## src/rtl/vedic_multiplier_2x2_pkg.sv

```systemverilog
// vedic_multiplier_2x2_pkg: width constants shared by the Vedic multiplier family
package vedic_multiplier_2x2_pkg;
  localparam int VM2_IN_W  = 2;
  localparam int VM2_OUT_W = 4;
endpackage

```

## src/rtl/vedic_multiplier_2x2_half_adder.sv

```systemverilog
// vedic_multiplier_2x2_half_adder: one-bit half adder cell
module vedic_multiplier_2x2_half_adder (
  input  logic a,
  input  logic b,
  output logic sum,
  output logic carry
);
  assign sum   = a ^ b;
  assign carry = a & b;
endmodule

```

## src/rtl/vedic_multiplier_2x2.sv

```systemverilog
// vedic_multiplier_2x2: registered 2x2 Urdhva-Tiryagbhyam multiplier, LATENCY 1 or 2
module vedic_multiplier_2x2
  import vedic_multiplier_2x2_pkg::*;
#(
  parameter int LATENCY = 1
) (
  input  logic                 clk,
  input  logic                 rst_n,
  input  logic                 in_valid,
  input  logic [VM2_IN_W-1:0]  A,
  input  logic [VM2_IN_W-1:0]  B,
  output logic                 out_valid,
  output logic [VM2_OUT_W-1:0] P
);
  logic [VM2_IN_W-1:0]  core_a, core_b;
  logic                 core_v;
  logic                 c1, p1, p2, p3;
  logic [VM2_OUT_W-1:0] prod;
  logic [VM2_OUT_W-1:0] p_d, p_q;
  logic                 ov_d, ov_q;
  if (LATENCY != 1 && LATENCY != 2) begin : g_bad_latency
    $error("vedic_multiplier_2x2: LATENCY must be 1 or 2");
  end
  if (LATENCY == 2) begin : g_in
    logic [VM2_IN_W-1:0] a_d, a_q, b_d, b_q;
    logic                v_d, v_q;
    // operands load only with in_valid so idle-bus garbage never reaches the core
    always_comb begin
      a_d = in_valid ? A : a_q;
      b_d = in_valid ? B : b_q;
      v_d = in_valid;
    end
    // input stage registers, cleared so in-flight operands are dropped on reset
    always_ff @(posedge clk or negedge rst_n) begin
      if (!rst_n) begin
        a_q <= '0;
        b_q <= '0;
        v_q <= 1'b0;
      end else begin
        a_q <= a_d;
        b_q <= b_d;
        v_q <= v_d;
      end
    end
    assign core_a = a_q;
    assign core_b = b_q;
    assign core_v = v_q;
  end else begin : g_no_in
    assign core_a = A;
    assign core_b = B;
    assign core_v = in_valid;
  end
  vedic_multiplier_2x2_half_adder u_ha_mid (
    .a     (core_a[1] & core_b[0]),
    .b     (core_a[0] & core_b[1]),
    .sum   (p1),
    .carry (c1)
  );
  vedic_multiplier_2x2_half_adder u_ha_top (
    .a     (core_a[1] & core_b[1]),
    .b     (c1),
    .sum   (p2),
    .carry (p3)
  );
  assign prod = {p3, p2, p1, core_a[0] & core_b[0]};
  // product updates only on a valid beat; otherwise P holds its last value
  always_comb begin
    p_d  = core_v ? prod : p_q;
    ov_d = core_v;
  end
  // output register
  always_ff @(posedge clk or negedge rst_n) begin
    if (!rst_n) begin
      p_q  <= '0;
      ov_q <= 1'b0;
    end else begin
      p_q  <= p_d;
      ov_q <= ov_d;
    end
  end
  assign P         = p_q;
  assign out_valid = ov_q;
endmodule

```

## config.mk

```make
export PLATFORM = sky130hd
export DESIGN_NAME = vedic_multiplier_2x2
export DESIGN_NICKNAME = d
export VERILOG_FILES = /design/src/rtl/vedic_multiplier_2x2_pkg.sv /design/src/rtl/vedic_multiplier_2x2_half_adder.sv /design/src/rtl/vedic_multiplier_2x2.sv
export SDC_FILE = /design/constraint.sdc
export NUM_CORES = 1
export LEC_CHECK = 0
export CAP_MARGIN = 25
export CORE_AREA = 2 2 39 41
export DETAILED_ROUTE_END_ITERATION = 8
export DIE_AREA = 0 0 41 43
export PLACE_DENSITY = 0.49
export REMOVE_ABC_BUFFERS = 1
export SLEW_MARGIN = 10
export SYNTH_ARGS = -nofsm -noshare
export SYNTH_HDL_FRONTEND = slang
export SYNTH_SLANG_ARGS = --single-unit
export TNS_END_PERCENT = 20
```

## constraint.sdc

```tcl
create_clock -name clk -period 0.8 [get_ports clk]
set_input_delay 0.16 -clock clk [delete_from_list [all_inputs] [get_ports clk]]
set_output_delay 0.16 -clock clk [all_outputs]
set_load 0.01 [all_outputs]
```

==> flow_metrics.py, run 1 <==
metrics = {
    "cells_and_area": {
        "post-route-util_pct": 27.9,
        "nNetsFinal": 42,
        "layout_common_cells": "6 x buf_2, 5 x dfrtp_1, 3 x clkbuf_4, 3 x buf_6",
        "layout-drive-gt1-share_pct": 62.5,
        "final.fill_count": 154,
        "diodes": 0,
        "layout_commonest_cell": "buf_2",
        "final_cells": 48,
        "syn_to_final_growth_pct": 78.6,
    },
    "power": {
        "p_int_uw": 541,
        "ir_worst_vdd_uv": 559,
        "power_density_nw_per_um2": 1830,
        "seq_power_share_pct": 40.1,
        "leakagePower_uw": 0.000190,
        "p_switching_uw": 166,
        "clkPwrFrac_pct": 41.4,
        "combPwrFrac_pct": 18.4,
        "swShare_pct": 23.5,
        "power_uw": 707,
    },
    "placed_design": {
        "place_hpwl_um": 343,
        "dp_cells": 43,
        "routabilityCongestion": 0.633,
        "port_buffers": 11,
    },
    "grt": {
        "met2_usage_pct": 10.6,
        "grt_max_degree": 7,
        "grt_busiest_layer": "met2",
        "grt_pass1_wl_um": 897,
        "gr-usage-all-layers_pct": 8.49,
        "gr-usage-met3_pct": 6.28,
        "met1_usage_pct": 9.54,
        "gr-total-overflow": 0,
        "grt_antenna_before_repair": 0,
        "grt_pass1_vias": 204,
    },
    "sta": {
        "finalMaxSlewViolations": 0,
        "fin_skew_ns": 0,
        "tightest_slew_ns": 0.274,
        "rsz0062_at_grt": "true",
        "setup_viol": 7,
        "hold_violations": 0,
        "finalSetupTns_ns": -0.662,
        "layout_setup_ws_ns": -0.121,
        "fin_crit_ns": 0.921,
        "max_freq_ghz": 1.09,
        "min_period_over_period_pct": 115,
        "slew_headroom_pct": 81.8,
    },
    "critical_path": {
        "critPathLaunchType": "primary input",
        "path_max_fanout": 2,
        "r2r_start": "P[2]",
        "worst_setup_path_end_kind": "register",
        "crit_required_ns": 0.92,
        "startpoint": "B[1]",
        "path_class": "primary input to register",
        "r2r_slack_ns": -0.09,
        "worstPathArrival_ns": 1.05,
    },
    "flow_run": {
        "max_cap_viol_count": 0,
    },
    "die": {
        "core_region_area_um2": 1380,
        "initial_core_util_pct": 15.6,
        "fp.dieW_um": 41,
        "die-area_um2": 1760,
        "ios": 12,
        "die_h_um": 43,
        "rows": 14,
    },
    "route": {
        "finalWirelength_um": 535,
        "first_pass_iters": 2,
        "vias": 189,
        "drt_iter0_markers": 1,
        "via_per_inst": 3.94,
        "ant_nets": 0,
        "routedWlPerCell_um": 11.1,
        "post-route-drc-count": 0,
    },
    "synth": {
        "synth_top_family_by_area": "multiplexers",
        "syn_area_um2": 216,
        "ys_seq_area_share_pct": 57.8,
        "ys_types": 7,
        "synthAdderAreaFrac_pct": 11.6,
        "synth_top_area_share_pct": 57.8,
        "synth.area.mux_share_pct": 15.6,
        "post_synth.cell_area_avg_um2": 13.5,
        "synth_top_cell_by_area": "dfrtp_1",
        "synthTopCellsByArea": "dfrtp_1 58%, mux2_2 16%, ha_1 12%",
        "synth-seq-cells": 5,
        "synth-simple-area-share_pct": 11.0,
        "synth_cells": 16,
        "yosys_warnings": 0,
        "synth_compound_area_share_pct": 2.31,
        "synthXorXnorAreaFrac_pct": 0,
    },
    "clock_tree": {
        "clk_pin_slew_ns": 0.04,
        "clock_path_buffers": 2,
        "numCtsBuffers": 3,
        "cts_tree": "built",
        "cts.sinks": 5,
        "clk_latency_ns": 0.24,
        "cts-root-buf": "clkbuf_4",
        "htree_levels": 1,
    },
    "status": {
        "violations": "setup timing",
        "status": "finished, violations left",
    },
    "worst_hold_path": {
        "holdCritPathClass": "primary input to asynchronous set/reset pin",
    },
}
==> final timing paths <==
| path | to | cells past startpoint |
|---|---|---|
| worst max register to register | P[2] | 2 |
| max in group asynchronous | P[0] | 1 |
| worst min register to register | P[3] | 1 |
| worst min-delay path | P[1] | 1 |
| worst max-delay path | P[2] | 5 |
| min in group clk | P[0] | 3 |
==> metrics by stage <==
step | area (um2) | hold slack, ns | setup slack, ns
2_1_floorplan | 216 | -0.136 | -0.309
3_3_place_gp | 347 | 0.389 | -0.782
3_5_place_dp | 347 | 0.396 | -0.800
4_1_cts | 387 | 0.136 | -0.134
5_1_grt | 387 | 0.142 | -0.158
6_report | 387 | 0.136 | -0.121
==> critical path, stage by stage <==
cell    delay, ns
buf_6        0.09
and2_4       0.15
ha_4         0.16
ha_4         0.23
mux2_4       0.26
==> power groups by stage <==
| stage | clock network (uW) | logic (uW) | registers (uW) |
|---|---|---|---|
| 6_report | 293 | 130 | 284 |
| 5_1_grt | 327 | 143 | 287 |
| 4_1_cts | 308 | 130 | 284 |
| 3_5_place_dp | 0 | 124 | 288 |
| 3_3_place_gp | 0 | 123 | 287 |
| 2_1_floorplan | 0 | 27.1 | 298 |
==> final cells by class <==
class / count / area [um2] / area share (%)
flip-flops and latches: 5 / 125 / 32.4
multi-input cells: 10 / 121 / 31.4
repair buffers: 12 / 90.1 / 23.3
clock buffers: 4 / 26.3 / 6.80
well taps: 16 / 20.0 / 5.18
inverters: 1 / 3.75 / 0.971
==> kinds of logic after synthesis <==
logic type      Yosys count
flops                     5
simple gates              4
mux                       3
fa+ha+maj                 2
compound gates            1
buf+inv                   1
==> cell usage after synthesis <==
| cell | number |
|---|---|
| mux2_2 | 3 |
| o21ai_0 | 1 |
| nand3_1 | 1 |
| and2_1 | 3 |
| inv_1 | 1 |
| ha_1 | 2 |
| dfrtp_1 | 5 |
==> flip-flops by register name, indices dropped and copies added, names as in the netlist <==
name	count
out_valid	1
P	4
==> layer usage <==
layer | up-vias | part of all wire, %
met4 | 0 | 1.9
li1 | 86 | -
met3 | 2 | 18
met1 | 87 | 39
met2 | 14 | 40
met5 | - | 0
==> repair_timing <==
item	CTS	global route
pin swaps	4	0
endpoints found under the setup margin	8	7
hold endpoints to repair	0	0
buffers inserted	1	0
hold buffers	0	0
gates resized for setup	44	0
Note: power is estimated with default switching activity, not from simulation.
==> inputs of run 2 (changes only) <==
SYNTH_HIERARCHICAL = 1   (was unset)
==> run 2 against run 1 <==
- combinational power fell by 8%
- the run still ends with setup timing left
- sequential share of layout area grew 0.64 points
- critical endpoint unchanged
- clock power is essentially flat
- die area unchanged
==> flow_metrics.py, run 2 <==
metrics = {
    "critical_path": {
        "path_cells": "buf_6 > and2_4 > ha_4 > ha_4 > mux2_4",
        "crit_required_ns": 0.92,
        "worst_setup_path_end_kind": "register",
        "cp.buffers_inverters": 1,
        "path_delay_family": "adder cells",
        "worstPathArrival_ns": 1.04,
        "crit_path_frequent_cell": "ha_4",
        "critical_path.max_stage_delay_ns": 0.26,
        "r2r_slack_ns": 0.05,
        "critPathLaunchType": "primary input",
        "path_max_fanout": 2,
        "r2r-end": "P[2]",
        "slowest_stage": "mux2_4",
        "reg2regPathDepth": 1,
        "path_class": "primary input to register",
        "r2r_start": "P[2]",
    },
    "sta": {
        "finalSetupTns_ns": -0.669,
        "setup_viol": 7,
        "finalMaxSlewViolations": 0,
        "whs_ns": 0.143,
        "min_period_over_period_pct": 115,
        "max_freq_ghz": 1.09,
        "tightest_slew_ns": 0.236,
        "fin_crit_ns": 0.921,
        "slew_headroom_pct": 84.2,
        "rsz0062_at_grt": "true",
        "hold_violations": 0,
        "layout_setup_ws_ns": -0.121,
        "fin_skew_ns": 0,
    },
    "synth": {
        "post_synth.cell_area_avg_um2": 13.5,
        "ys_seq_area_share_pct": 57.8,
        "synthFlopType": "dfrtp_1",
        "synth_top_cell_by_area": "dfrtp_1",
        "ys_types": 7,
        "synth_cells": 16,
        "synth_top_area_share_pct": 57.8,
        "yosysMostFrequentCell": "dfrtp_1",
        "synth_edf_count": 0,
        "syn_area_um2": 216,
        "ys_top_cells_by_count": "5 x dfrtp_1, 3 x and2_1, 3 x mux2_2",
        "async_flop_share_pct": 100,
        "synth-seq-cells": 5,
        "synthTopCellsByArea": "dfrtp_1 58%, mux2_2 16%, ha_1 12%",
        "yosys_warnings": 6,
    },
    "clock_tree": {
        "cts-root-buf": "clkbuf_4",
        "hold_buffers": 0,
        "clk_pin_slew_ns": 0.04,
        "cts.sinks": 5,
        "cts_tree": "built",
        "htree_levels": 1,
        "clock_path_buffers": 2,
        "clk_latency_ns": 0.24,
        "numCtsBuffers": 3,
    },
    "power": {
        "seq_power_share_pct": 40.9,
        "swShare_pct": 23.1,
        "p_switching_uw": 160,
        "power_density_nw_per_um2": 1830,
        "ir_worst_vdd_uv": 859,
        "p_int_uw": 533,
        "leakagePower_uw": 0.000185,
        "clkPwrFrac_pct": 41.8,
        "combPwrFrac_pct": 17.3,
    },
    "route": {
        "first_pass_iters": 1,
        "routedWlPerCell_um": 10.6,
        "finalWirelength_um": 497,
        "ant_nets": 0,
        "post-route-drc-count": 0,
        "drt_iter0_markers": 0,
        "vias": 184,
        "via_per_inst": 3.91,
    },
    "grt": {
        "gr-usage-all-layers_pct": 7.67,
        "gr-total-overflow": 0,
        "grt_antenna_before_repair": 0,
        "grt_pass1_vias": 196,
        "grt_max_degree": 7,
        "grt_pass1_wl_um": 772,
    },
    "worst_hold_path": {
        "holdCritPathClass": "primary input to asynchronous set/reset pin",
    },
    "die": {
        "fp.dieW_um": 41,
        "die_h_um": 43,
        "core_region_area_um2": 1380,
        "initial_core_util_pct": 15.6,
        "rows": 14,
        "die-area_um2": 1760,
        "ios": 12,
    },
    "placed_design": {
        "port_buffers": 11,
        "routabilityCongestion": 0.569,
    },
    "cells_and_area": {
        "largest_reg_flops": 4,
        "syn_to_final_growth_pct": 75.1,
        "layout_commonest_cell": "buf_2",
        "nNetsFinal": 41,
        "diodes": 0,
        "layout-drive-gt1-share_pct": 61.3,
        "layout_common_cells": "6 x buf_2, 5 x dfrtp_1, 3 x clkbuf_4, 3 x buf_6",
    },
    "flow_run": {
        "max_cap_viol_count": 0,
    },
    "status": {
        "status": "finished, violations left",
        "violations": "setup timing",
    },
}
[run 2: cell types whose count changed in the layout (fill, tap and decap cells not counted)]
cell   delta
buf_4     -1
[run 2: per-stage QoR]
step | utilization [%] | instances | worst slack [ns] | total power, uW | cell area, um2
global route | 27.4 | 47 | -0.149 | 755 | 379
CTS | 27.4 | 47 | -0.130 | 720 | 379
floorplan | - | 16 | -0.309 | 325 | 216
finish | 27.4 | 47 | -0.121 | 693 | 379
detailed placement | 25.0 | 43 | -0.786 | 411 | 347
global placement | 25.0 | 43 | -0.769 | 410 | 347
[run 2: area by class of cell]
class                           count  area [um2]
Timing Repair Buffer               11        82.6
Clock buffer                        4        26.3
Sequential cell                     5         125
Fill cell                         150        1000
Tap cell                           16        20.0
Multi-Input combinational cell     10         121
Inverter                            1        3.75
[run 2: routing by layer]
| layer | global-route usage, % | routed length [um] | vias up |
|---|---|---|---|
| li1 | - | - | 83 |
| met4 | 6.00 | 8 | 0 |
| met1 | 7.84 | 210 | 84 |
| met2 | 9.69 | 201 | 15 |
| met3 | 6.28 | 77 | 2 |
| met5 | 0 | 0 | - |
[run 2: worst max path at each step]
stage          start    to  slack, ns  cells past startpoint
2_1_floorplan   A[1]  P[2]      -0.31                      4
3_3_place_gp    A[1]  P[2]      -0.77                      5
3_5_place_dp    B[0]  P[2]      -0.79                      5
4_1_cts         P[2]  P[2]      -0.13                      1
5_1_grt         P[3]  P[3]      -0.15                      1
6_report        B[1]  P[2]      -0.12                      5
[run 2: timing repair]
item | 4_1_cts | 5_1_grt
setup endpoints to repair | 8 | 7
pin swaps | 4 | 0
endpoints found under the hold margin | 0 | 0
gates resized for setup | 46 | 0
setup buffers | 0 | 0
[run 2: kinds of logic (layout without fill, tap and decap cells)]
group | Yosys count | in the layout | share of synthesized area, %
DFF | 5 | 5 | 57.8
and+or+nand+nor | 4 | 4 | 11.0
muxes | 3 | 3 | 15.6
adders and majority gates | 2 | 2 | 11.6
AOI/OAI and AO/OA | 1 | 1 | 2.31
buffers and inverters | 1 | 16 | 1.73
[run 2: power groups by stage]
| stage | logic [uW] | clock network [uW] | registers, uW |
|---|---|---|---|
| 3_5_place_dp | 124 | 0 | 287 |
| 5_1_grt | 132 | 337 | 285 |
| 2_1_floorplan | 27.1 | 0 | 298 |
| 6_report | 120 | 290 | 283 |
| 4_1_cts | 121 | 315 | 284 |
| 3_3_place_gp | 123 | 0 | 287 |
==> inputs of run 3 (changes only) <==
PLACE_DENSITY = unset   (was 0.49)
PLACE_DENSITY_LB_ADDON = 0.12   (was unset)
==> run 3 against run 2 <==
- the run still ends with setup timing left
- largest power group unchanged
- total power fell by 0.87%
- global-route usage fell by 0.62 points
- sequential cell count did not move
- worst setup slack improved by 0.014 ns
- final cell count rose by 4.3%
- first-iteration DRC count rose by 2
- combinational power barely moved
- sequential power barely moved
- highest routed layer is now met3
- core utilization did not move
- sequential share of layout area did not move
- hold slack improved by 0.0073 ns
- maximum frequency rose by 1.5%
==> flow_metrics.py, run 3 (synthesis results as in run 2) <==
metrics = {
    "critical_path": {
        "worst_setup_path_end_kind": "register",
        "crit_path_frequent_cell": "ha_4",
        "crit_required_ns": 0.92,
        "path_cells": "buf_2 > and2_4 > ha_4 > ha_4 > mux2_4",
        "critPathLaunchType": "primary input",
        "critical_path.max_stage_delay_ns": 0.25,
        "path_max_fanout": 2,
        "path_class": "primary input to register",
        "worstPathArrival_ns": 1.02,
        "slowest_stage": "mux2_4",
    },
    "placed_design": {
        "port_buffers": 11,
        "place_area_um2": 354,
        "routabilityCongestion": 0.599,
        "dp_cells": 44,
        "dp_slack_ns": -0.794,
        "place_hpwl_um": 366,
    },
    "clock_tree": {
        "clk_latency_ns": 0.23,
        "cts_tree": "built",
        "clock_path_buffers": 2,
        "hold_buffers": 0,
        "clk_pin_slew_ns": 0.05,
        "numCtsBuffers": 3,
        "cts.sinks": 5,
        "cts-root-buf": "clkbuf_4",
        "htree_levels": 1,
    },
    "sta": {
        "layout_setup_ws_ns": -0.107,
        "min_period_over_period_pct": 113,
        "max_freq_ghz": 1.10,
        "fin_skew_ns": 0,
        "setup_viol": 7,
        "whs_ns": 0.151,
        "hold_violations": 0,
        "finalMaxSlewViolations": 0,
        "tightest_slew_ns": 0.246,
        "rsz0062_at_grt": "true",
        "fin_crit_ns": 0.907,
        "slew_headroom_pct": 83.6,
    },
    "cells_and_area": {
        "layout_commonest_cell": "buf_2",
        "layout-drive-gt1-share_pct": 63.6,
        "final_cells": 49,
        "nNetsFinal": 43,
        "syn_to_final_growth_pct": 75.1,
        "diodes": 0,
        "stdcell_area_um2": 379,
        "layout_common_cells": "9 x buf_2, 5 x dfrtp_1, 3 x clkbuf_4",
        "largest_reg_flops": 4,
    },
    "route": {
        "vias": 180,
        "first_pass_iters": 2,
        "finalWirelength_um": 468,
        "post-route-drc-count": 0,
        "routedWlPerCell_um": 9.55,
        "ant_nets": 0,
        "via_per_inst": 3.67,
        "drt_iter0_markers": 2,
    },
    "grt": {
        "grt_pass1_wl_um": 793,
        "gr-total-overflow": 0,
        "grt_antenna_before_repair": 0,
        "grt_pass1_vias": 200,
        "grt_max_degree": 6,
        "gr-usage-all-layers_pct": 7.05,
    },
    "power": {
        "leakagePower_uw": 0.000190,
        "ir_worst_vdd_uv": 515,
        "power_density_nw_per_um2": 1810,
    },
    "die": {
        "die-area_um2": 1760,
        "ios": 12,
        "initial_core_util_pct": 15.6,
        "die_h_um": 43,
        "rows": 14,
        "core_region_area_um2": 1380,
        "fp.dieW_um": 41,
    },
    "status": {
        "violations": "setup timing",
        "status": "finished, violations left",
    },
    "flow_run": {
        "max_cap_viol_count": 0,
    },
    "worst_hold_path": {
        "holdCritPathClass": "primary input to asynchronous set/reset pin",
    },
}
run 3: cell type report:
type,count,area [um2]
clock buffer,4,26.3
timing repair buffer,13,78.8
sequential,5,125
inverter,1,3.75
tap,16,20.0
multi-input combinational,10,125
fill,143,1000
run 3: report_power, final:
| group | leakage [uW] | switching, uW | internal [uW] |
|---|---|---|---|
| combinational | 0.000112 | 49.8 | 67.7 |
| clock | 0.0000150 | 98.8 | 188 |
| sequential | 0.0000636 | 8.52 | 274 |
| total | 0.000190 | 157 | 530 |
run 3: critical path, delay by kind of cell:
family	cells	cell delay [ns]
fa+ha+maj	2	0.35
simple gates	1	0.15
mux	1	0.25
buf+inv	1	0.11
run 3: stage by stage:
step / TNS [ns] / power (uW) / utilization [%]
floorplan: -0.661 / 325 / -
global placement: -3.52 / 415 / 25.6
detailed placement: -3.53 / 415 / 25.6
CTS: -0.660 / 691 / 26.6
global route: -0.810 / 740 / 27.4
finish: -0.620 / 687 / 27.4
run 3: per-layer routing:
metal,track usage (%),vias up,part of all wire (%)
li1,-,89,-
met1,7.79,85,41
met2,9.38,6,47
met3,3.66,0,13
met4,6.00,0,0
met5,0,-,0
run 3: final timing paths:
path | start | end | slack [ns] | depth (start not counted)
max | B[0] | P[2] | -0.11 | 5
min | rst_n | P[1] | 0.15 | 1
max reg2reg | P[2] | P[2] | 0.05 | 1
min reg2reg | P[3] | P[3] | 0.50 | 1
max in group asynchronous | rst_n | P[3] | 0.45 | 1
min in group clk | A[0] | P[0] | 0.18 | 3
run 3: timing repair:
action / CTS / global route
pin swaps: 3 / 0
hold endpoints to repair: 0 / 0
resized for setup: 43 / 1
cloned: 0 / 0
buffers inserted: 0 / 1
setup endpoints to repair: 9 / 7
